==> src/rtl/dsd_dec_pkg.sv <==
// Shared types and helpers for the 3-to-8 scan decoder.
// Holds the FSM state enum and the one-hot decode function.
package dsd_dec_pkg;

  typedef enum logic [1:0] {
    DIRECT = 2'd0,
    SCAN   = 2'd1,
    DRAIN  = 2'd2
  } dec_state_t;

  function automatic logic [7:0] onehot3(input logic [2:0] c);
    onehot3 = 8'b1 << c;
  endfunction

endpackage

==> src/rtl/decoder3x8_scan_tick.sv <==
// Scan step divider: counts 0..DIV-1 and flags the terminal count.
// Holds at terminal while the output side is stalled.
module scan_tick
  import dsd_dec_pkg::*;
#(
  parameter int unsigned DIV = 4
) (
  input  logic clk,
  input  logic rst_n,
  input  logic clr,
  input  logic hold,
  output logic tick
);

  localparam int unsigned W = (DIV > 1) ? $clog2(DIV) : 1;
  localparam logic [W-1:0] TERM = W'(DIV - 1);

  logic [W-1:0] cnt_q;
  logic [W-1:0] cnt_d;

  assign tick = (cnt_q == TERM);

  // Next count: clear, advance, or wrap at terminal unless stalled.
  always_comb begin
    cnt_d = cnt_q;
    if (clr) begin
      cnt_d = '0;
    end else if (!tick) begin
      cnt_d = cnt_q + W'(1);
    end else if (!hold) begin
      cnt_d = '0;
    end
  end

  // Counter register.
  always_ff @(posedge clk or negedge rst_n) begin
    if (!rst_n) begin
      cnt_q <= '0;
    end else begin
      cnt_q <= cnt_d;
    end
  end

endmodule

==> src/rtl/decoder3x8_scan.sv <==
// Registered 3-to-8 one-hot decoder with valid/ready on both sides.
// Scan mode walks the eight outputs on its own for display muxing.
module decoder3x8_scan
  import dsd_dec_pkg::*;
#(
  parameter int unsigned SCAN_DIV = 4
) (
  input  logic       clk,
  input  logic       rst_n,
  input  logic       mode,
  input  logic       in_valid,
  output logic       in_ready,
  input  logic [2:0] code,
  output logic       out_valid,
  input  logic       out_ready,
  output logic [7:0] data,
  output logic [2:0] scan_idx
);

  dec_state_t state_q, state_d;
  logic [7:0] data_q, data_d;
  logic       valid_q, valid_d;
  logic [2:0] idx_q, idx_d;
  logic       tick;
  logic       xfer;
  logic       room;

  assign xfer      = valid_q && out_ready;
  assign room      = !valid_q || out_ready;
  assign in_ready  = (state_q == DIRECT) && !mode && room;
  assign out_valid = valid_q;
  assign data      = data_q;
  assign scan_idx  = idx_q;

  scan_tick #(
    .DIV (SCAN_DIV)
  ) u_tick (
    .clk   (clk),
    .rst_n (rst_n),
    .clr   (state_q != SCAN),
    .hold  (valid_q && !out_ready),
    .tick  (tick)
  );

  // Next state, output word and scan index.
  always_comb begin
    state_d = state_q;
    data_d  = data_q;
    valid_d = valid_q && !xfer;
    idx_d   = idx_q;
    unique case (state_q)
      DIRECT: begin
        if (mode) begin
          state_d = DRAIN;
        end else if (in_valid && in_ready) begin
          data_d  = onehot3(code);
          valid_d = 1'b1;
        end
      end
      SCAN: begin
        if (!mode) begin
          state_d = DRAIN;
          idx_d   = 3'd0;
        end else if (tick && room) begin
          data_d  = onehot3(idx_q);
          valid_d = 1'b1;
          idx_d   = idx_q + 3'd1;
        end
      end
      DRAIN: begin
        if (room) begin
          state_d = mode ? SCAN : DIRECT;
        end
      end
      default: begin
        state_d = DIRECT;
      end
    endcase
  end

  // State and output registers; reset drops any pending word.
  always_ff @(posedge clk or negedge rst_n) begin
    if (!rst_n) begin
      state_q <= DIRECT;
      data_q  <= 8'h00;
      valid_q <= 1'b0;
      idx_q   <= 3'd0;
    end else begin
      state_q <= state_d;
      data_q  <= data_d;
      valid_q <= valid_d;
      idx_q   <= idx_d;
    end
  end

endmodule

==> config.mk <==
export PLATFORM = sky130hd
export DESIGN_NAME = decoder3x8_scan
export DESIGN_NICKNAME = d
export VERILOG_FILES = /design/src/rtl/dsd_dec_pkg.sv /design/src/rtl/decoder3x8_scan_tick.sv /design/src/rtl/decoder3x8_scan.sv
export SDC_FILE = /design/constraint.sdc
export NUM_CORES = 1
export LEC_CHECK = 0
export CORE_MARGIN = 3
export CORE_UTILIZATION = 45
export CTS_BUF_LIST = sky130_fd_sc_hd__clkbuf_2
export CTS_CLUSTER_DIAMETER = 30
export DETAILED_ROUTE_END_ITERATION = 12
export PLACE_DENSITY_LB_ADDON = 0.15
export SETUP_SLACK_MARGIN = 0.5
export SLEW_MARGIN = 0
export SYNTH_ARGS = -nofsm -noshare
export SYNTH_HDL_FRONTEND = slang
export SYNTH_SLANG_ARGS = --single-unit
==> constraint.sdc <==
create_clock -name clk -period 1.5 [get_ports clk]
set_input_delay 0.225 -clock clk [delete_from_list [all_inputs] [get_ports clk]]
set_output_delay 0.225 -clock clk [all_outputs]
set_load 0.05 [all_outputs]
==> results.txt, run 1 <==
Synthesized flop and latch total = 16
Initial standard-cell utilization of the core = 48.9%
Top cell type by total area after synthesis = dfrtp_1
Area share of the largest cell type after synthesis = 45.9%
Yosys warning count = 0
Share of the yosys chip area belonging to registers = 45.9%
Synthesized net count = 99
Clock Root Buffer = clkbuf_2
Number of distinct library cells after synthesis = 30
Placement-stage worst setup slack = -111 ps
Last stage the flow got to = 5_1_grt
# IOs = 21
Top cell types by occurrence after synthesis = dfrtp_1 (16), nand2_1 (14), o31ai_1 (8)
Sink count of the clock tree = 16
Post-DP HPWL = 1500 µm
Width of the chip = 50.0 µm
CTS max path bufs = 2
Max H-tree Level = 1
Leading cell types by total area after synthesis = dfrtp_1 (46%), o31ai_1 (6.9%), nand2_1 (6.0%)
Result of the run = did not finish
Number of buffers added by the clock tree synthesis step = 3
Avg Cell Area, Syn = 9.80 µm²
Routability congestion estimate = 0.805
Run Error = [ERROR DPL-0038] Utilization greater than 100%, impossible to legalize
Largest net degree at the start of global routing = 17
Gate count after technology mapping = 89
Summed instance area of the synthesized netlist = 872 µm²
Post-Place Cell Area = 1240 µm²
Library cell with the highest instance count after synthesis = dfrtp_1
Last worst endpoint in the global-route repair_timing = in_ready
Worst endpoint type = output port
Main synth FF type = dfrtp_1
Chip height = 50.0 µm
Number of enable-type register cells in the synthesized netlist = 0
Proportion of synthesized flip-flops having asynchronous set or reset = 100%
Port Buffer Count = 20
Standard-cell row count = 15
-- through the flow --
step | std cells | hold slack (ps)
after floorplan | 89 | -70.6
after global placement | 141 | 464
after detailed placement | 141 | 468
after CTS | 163 | 239
-- logic make-up after synthesis --
family | after synthesis | share of synthesized area, %
and+or+nand+nor | 37 | 22.4
AOI/OAI and AO/OA | 20 | 16.2
DFF | 16 | 45.9
buffers and inverters | 8 | 5.45
muxes | 5 | 6.17
adders and majority gates | 2 | 2.87
xor gates and xnor gates | 1 | 1.00
-- timing repair --
item / in CTS
cloned: 1
hold buffers: 0
buffers inserted: 17
gates resized for setup: 34
setup endpoints to repair: 28
pin swaps: 7
==> run 2, diff against run 1 <==
--- a/config.mk
+++ b/config.mk
@@ -5,13 +5,10 @@
 export SDC_FILE = /design/constraint.sdc
 export NUM_CORES = 1
 export LEC_CHECK = 0
-export CORE_MARGIN = 3
-export CORE_UTILIZATION = 45
-export CTS_BUF_LIST = sky130_fd_sc_hd__clkbuf_2
-export CTS_CLUSTER_DIAMETER = 30
+export CORE_AREA = 3 3 64 66
 export DETAILED_ROUTE_END_ITERATION = 12
+export DIE_AREA = 0 0 67 69
 export PLACE_DENSITY_LB_ADDON = 0.15
-export SETUP_SLACK_MARGIN = 0.5
 export SLEW_MARGIN = 0
 export SYNTH_ARGS = -nofsm -noshare
 export SYNTH_HDL_FRONTEND = slang
==> constraint.sdc (replaced) <==
create_clock -name clk -period 1.95 [get_ports clk]
set_input_delay 0.2925 -clock clk [delete_from_list [all_inputs] [get_ports clk]]
set_output_delay 0.2925 -clock clk [all_outputs]
set_load 0.05 [all_outputs]
==> run 2 against run 1 <==
The run now ends clean; synthesized cell count unchanged; area after synthesis unchanged.
==> results.txt, run 2 <==
Hold-fix buffers at CTS = 0 (unchanged)
Initial standard-cell utilization of the core = 24.0% (-25 points)
ANT cells = 0
Main synth FF type = dfrtp_1
Gate family responsible for the most delay along the worst path = buffers and inverters
Largest net degree at the start of global routing = 22
Dpl cells = 157 (+11%)
Static leakage = 0.504 nW
Max stage delay on crit path = 810 ps
Required time worst endpoint = 1660 ps
Number of global-route vias before repair = 764
Crit-path max FO = 3
Clock network fraction of design power = 13.1%
Standard-cell row count = 22 (+7)
Switching power summed over all nets = 0.882 mW
Utilization after layout = 32.7%
FF-to-FF path depth = 4
Number of buffers added by the clock tree synthesis step = 3 (unchanged)
Core footprint = 3630 µm²
Post-route clock period utilization = 87.3%
Share of layout cells above drive strength 1 = 17.0%
Sink count of the clock tree = 16 (unchanged)
DRC = 0
Critical path capture point type = output pin
Area of the multi-input gates = 439 µm²
Summed instance area of the synthesized netlist = 872 µm² (unchanged)
Width of the chip = 67 µm (+34%)
DRC violation total after the first TritonRoute iteration = 18
Non-filler cells, final = 160
Proportion of synthesized flip-flops having asynchronous set or reset = 100% (unchanged)
Insertion delay to the later sink of the worst-skew pair = 250 ps
Vias per cell = 4.52
Switching share of power = 47.6%
Max H-tree Level = 1 (unchanged)
Data arrival time of the worst path = 1410 ps
Synthesized net count = 99 (unchanged)
Die Footprint = 4620 µm²
Hold violation total from the final report = 0
Number of antenna violations at the first check in global routing = 0
Total internal power = 0.972 mW
Slowest-stage cell, CP = clkdlybuf4s50_1
CTS max path bufs = 2 (unchanged)
Worst setup slack for register-to-register paths = 280 ps
Summed negative setup slack over all endpoints = 0 ps
Global-route congestion overflow total = 0
Worst max-slew margin expressed relative to the limit = 59.4%
Result of the run = completed
Chip height = 69 µm (+38%)
Area overhead of the layout relative to synthesis = 36.3%
# IOs = 21 (unchanged)
Synthesized flop and latch total = 16 (unchanged)
Detail Route met2 WL = 916 µm
Maximum achievable frequency = 587 MHz
Clock tree from TritonCTS = done
Max reg flops = 8
Global-route wire length before repair = 3570 µm
Avg Cell Area, Syn = 9.80 µm² (unchanged)
Clock Root Buffer = clkbuf_8
Routed wire length per instance = 12.2 µm
Register clock-pin slew on the reported worst setup and hold paths = 60 ps
Routability congestion estimate = 0.790 (-1.8%)
Endpoint of the lowest-slack register-to-register path = data[7]
Launching point of the worst reg2reg path = u_tick.cnt_q[0]
WL final = 1950 µm
Maximum resistive drop on vdd = 0.000529 V
Number of distinct library cells after synthesis = 30 (unchanged)
Post-cts repair resize count = 0 (-100%)
Combinational share of power = 54.7%
Combined global-route utilization of all metal layers = 9.89%
Flip-flop and latch area = 400 µm²
Top library cells by usage in the layout, fill and taps aside = dfrtp_1 (16), clkdlybuf4s50_1 (16), nand2_1 (14)
Gate count after technology mapping = 89 (unchanged)
Final setup vio count = 0
Area share of the largest cell type after synthesis = 45.9% (unchanged)
Top cell types by occurrence after synthesis = dfrtp_1 (16), nand2_1 (14), o31ai_1 (8)
Category of the most critical setup path = reg -> out
# Post-CTS Setup Buffers = 0 (-17)
Unrepaired setup endpoints after global routing = false
MaxCap Viol Count = 0
Total iterations of the first detailed-routing run = 3
Leading cell types by total area after synthesis = dfrtp_1 (46%), o31ai_1 (6.9%), nand2_1 (6.0%)
Startpoint kind of the worst setup timing path = flip-flop
Yosys warning count = 0 (unchanged)
Post-DP HPWL = 1480 µm (-1.6%)
Number of enable-type register cells in the synthesized netlist = 0 (unchanged)
Pwr per Cell Area = 1560 nW/µm²
Number of nets in the layout = 124
Time the final worst path needs with I/O delays and setup = 1700 ps
Top cell type by total area after synthesis = dfrtp_1
Post-DRT Antenna Nets = 0
Buffer and inverter count on the worst path = 1
Worst slew pin tran = 607 ps
Total number of vias = 723
Routed wire length on met3 = 104 µm
Sequence of cells on the critical path = clkdlybuf4s50_1
Library cell with the highest instance count after synthesis = dfrtp_1
Final-layout fill cell count = 405
Port Buffer Count = 20 (unchanged)
Highest signal layer in the routed design = met4
Worst Hold Class = in -> async
Share of the yosys chip area belonging to registers = 45.9% (unchanged)
Met1 WL = 903 µm
Relative contribution of sequential cells to total power = 32.2%
Final worst clock skew = 2.47 ps
Max Transition Viols Final = 0
-- run 2: cell counts after synthesis --
Identical to the previous run, type by type.
-- run 2: per-layer routing --
layer  global-route usage (%)  vias to the layer above
li1                         -                      366
met1                     12.8                      338
met2                     15.3                       17
met3                     3.26                        2
met4                     3.38                        0
met5                        0                        -
-- run 2: power groups by stage --
stage | logic, mW | registers, mW | clock network (mW)
finish | 1.01 | 0.596 | 0.243
global route | 1.10 | 0.628 | 0.270
CTS | 1.03 | 0.602 | 0.254
detailed placement | 1.03 | 0.607 | 0
global placement | 1.02 | 0.601 | 0
floorplan | 0.369 | 0.942 | 0
-- run 2: cells by family after synthesis --
| family | share of synthesized area [%] |
|---|---|
| adder cells (fa/ha/maj) | 2.87 |
| buffers and inverters | 5.45 |
| XOR/XNOR | 1.00 |
| flip-flops | 45.9 |
| AND/OR/NAND/NOR | 22.4 |
| multiplexers | 6.17 |
| AO/OA/AOI/OAI | 16.2 |
-- run 2: through the flow --
stage | setup WS, ps | power, mW | area (µm²) | hold WS, ps
global route | 135 | 1.99 | 1190 | 397
finish | 247 | 1.85 | 1190 | 365
CTS | 234 | 1.88 | 1190 | 373
global placement | 137 | 1.62 | 1150 | 461
detailed placement | 129 | 1.63 | 1150 | 471
floorplan | 294 | 1.31 | 887 | -3.09
-- run 2: area by class of cell --
cell class / count / share of cell area [%]
clock buffer: 3 / 3.47
inverter: 4 / 1.26
multi-input combinational: 65 / 36.9
sequential: 16 / 33.7
tap: 48 / 5.05
timing repair buffer: 24 / 19.6
-- run 2: how the worst max path moves through the flow --
stage | start | to | cells after the start
5_1_grt | u_tick.cnt_q[0] | data[1] | 5
3_5_place_dp | mode | data[1] | 4
2_1_floorplan | out_valid | in_ready | 2
3_3_place_gp | mode | data[1] | 4
6_report | out_valid | out_valid | 1
4_1_cts | out_valid | out_valid | 1
(Power assumes the default switching activity.)
==> run 3, diff against run 2 <==
--- a/config.mk
+++ b/config.mk
@@ -9,7 +9,9 @@
 export DETAILED_ROUTE_END_ITERATION = 12
 export DIE_AREA = 0 0 67 69
 export PLACE_DENSITY_LB_ADDON = 0.15
+export REMOVE_ABC_BUFFERS = 1
 export SLEW_MARGIN = 0
 export SYNTH_ARGS = -nofsm -noshare
 export SYNTH_HDL_FRONTEND = slang
 export SYNTH_SLANG_ARGS = --single-unit
+export TNS_END_PERCENT = 20
==> run 3 against run 2 <==
Hold slack better by 2.2 ps; sequential share of layout area is 0.87 points higher; cell count is 1.3% lower; global-route usage is 0.50 points lower; core utilization is 0.83 points lower; clock-buffer cell count stayed put; critical path type is now reg -> reg; critical endpoint is now data[7].
==> results.txt, run 3 (synthesis results as in run 2) <==
Result of the run = completed
Dpl cells = 155 (-1.3%)
Port Buffer Count = 20 (unchanged)
Post-cts repair resize count = 0 (unchanged)
Clock Root Buffer = clkbuf_8
Endpoint of the lowest-slack register-to-register path = data[7]
Insertion delay to the later sink of the worst-skew pair = 240 ps (about the same)
Max H-tree Level = 1 (unchanged)
Routability congestion estimate = 0.668 (-15%)
Clock tree from TritonCTS = done
Non-filler cells, final = 158 (-1.3%)
FF-to-FF path depth = 4 (unchanged)
WL final = 1940 µm (-0.51%)
Worst setup slack for register-to-register paths = 170 ps (-110 ps)
Time the final worst path needs with I/O delays and setup = 1780 ps (+79.6 ps)
Max Transition Viols Final = 0 (unchanged)
CTS max path bufs = 2 (unchanged)
Top library cells by usage in the layout, fill and taps aside = dfrtp_1 (16), clkdlybuf4s50_1 (16), nand2_1 (14)
Area overhead of the layout relative to synthesis = 32.9%
Die Footprint = 4620 µm² (unchanged)
Startpoint kind of the worst setup timing path = flip-flop
Placement-stage worst setup slack = 13.8 ps (-115 ps)
Core footprint = 3630 µm² (unchanged)
Pwr per Cell Area = 1580 nW/µm² (+1.3%)
Category of the most critical setup path = reg -> reg
Max stage delay on crit path = 560 ps (-250 ps)
# IOs = 21 (unchanged)
Vias per cell = 4.42 (-2.1%)
Worst slew pin tran = 660 ps (+52.8 ps)
Launching point of the worst reg2reg path = u_tick.cnt_q[0]
Slowest-stage cell, CP = o211ai_2
Critical path capture point type = flip-flop
Post-DRT Antenna Nets = 0 (unchanged)
Maximum resistive drop on vdd = 0.000336 V (-36%)
Static leakage = 0.491 nW (-2.6%)
Width of the chip = 67 µm (unchanged)
Combined global-route utilization of all metal layers = 9.40% (-0.50 points)
Post-route clock period utilization = 91.4% (+4.1 points)
Share of layout cells above drive strength 1 = 14.5% (-2.4 points)
ANT cells = 0 (unchanged)
Routed wire length per instance = 12.2 µm (+0.75%)
Final setup vio count = 0 (unchanged)
Sequence of cells on the critical path = ha_1, and3_1, o211ai_2, o31ai_1
Chip height = 69 µm (unchanged)
Global-route congestion overflow total = 0 (unchanged)
Max reg flops = 8 (unchanged)
Sink count of the clock tree = 16 (unchanged)
Required time worst endpoint = 2050 ps (+390 ps)
DRC violation total after the first TritonRoute iteration = 25 (+7)
Total iterations of the first detailed-routing run = 4 (+1)
Global-route wire length before repair = 3340 µm (-6.4%)
Buffer and inverter count on the worst path = 0 (-1)
Setup WS post-layout = 168 ps (-79.6 ps)
Hold violation total from the final report = 0 (unchanged)
Register clock-pin slew on the reported worst setup and hold paths = 60 ps (about the same)
# Post-CTS Setup Buffers = 0 (unchanged)
Worst max-slew margin expressed relative to the limit = 55.9% (-3.5 points)
Crit-path max FO = 16 (+13)
Post-DP HPWL = 1430 µm (-3.1%)
Hold-fix buffers at CTS = 0 (unchanged)
Number of nets in the layout = 122 (-1.6%)
Gate family responsible for the most delay along the worst path = compound AO/OA/AOI/OAI gates
Number of antenna violations at the first check in global routing = 0 (unchanged)
DRC = 0 (unchanged)
Number of buffers added by the clock tree synthesis step = 3 (unchanged)
MaxCap Viol Count = 0 (unchanged)
Number of global-route vias before repair = 694 (-9.2%)
Unrepaired setup endpoints after global routing = false
Final worst clock skew = 1.56 ps (-0.914 ps)
Initial standard-cell utilization of the core = 24.0% (unchanged)
Worst Hold Class = in -> async
Maximum achievable frequency = 561 MHz (-4.5%)
Data arrival time of the worst path = 1880 ps (+470 ps)
Standard-cell row count = 22 (unchanged)
Final-layout fill cell count = 383 (-5.4%)
Largest net degree at the start of global routing = 22 (unchanged)
Total number of vias = 699 (-3.3%)
run 3: cell types whose count changed in the layout (fill, tap and decap cells not counted):
cell    delta
buf_4      -2
nor4_4     -1
nor4_1     +1
run 3: how the worst max path moves through the flow:
stage          endpoint  cells past startpoint            start
2_1_floorplan  in_ready                      2        out_valid
3_3_place_gp    data[2]                      4             mode
3_5_place_dp    data[7]                      4             mode
4_1_cts        in_ready                      3             mode
5_1_grt         data[6]                      5  u_tick.cnt_q[0]
6_report        data[7]                      4  u_tick.cnt_q[0]
run 3: layer usage:
| layer | up-vias | GRT usage [%] | part of all wire (%) |
|---|---|---|---|
| met5 | - | 0 | 0 |
| met4 | 0 | 5.41 | 1.1 |
| met3 | 2 | 2.12 | 4.3 |
| met2 | 11 | 14.0 | 48 |
| met1 | 322 | 12.2 | 47 |
| li1 | 364 | - | - |
run 3: stage by stage:
stage	hold WS, ps	area [µm²]	power (mW)	util [%]	setup TNS (ps)
final	367	1160	1.83	31.9	0
after CTS	371	1160	1.86	31.9	0
after detailed placement	466	1120	1.60	30.8	0
after global placement	466	1120	1.60	30.8	0
after global routing	400	1160	1.96	31.9	0
after floorplan	-3.09	840	1.26	-	-601
run 3: cell type report:
cell class	instances	area, µm²	share of cell area, %
multi-input cells	65	424	36.6
flip-flops and latches	16	400	34.6
repair buffers	22	218	18.8
well taps	48	60.1	5.18
clock buffers	3	41.3	3.56
inverters	4	15.0	1.30
run 3: report_power, final:
group	leakage [nW]	internal, mW	switching (mW)	total [mW]
registers	0.204	0.459	0.130	0.589
clock network	0.0216	0.137	0.107	0.244
logic	0.265	0.362	0.636	0.998
total	0.491	0.957	0.874	1.83
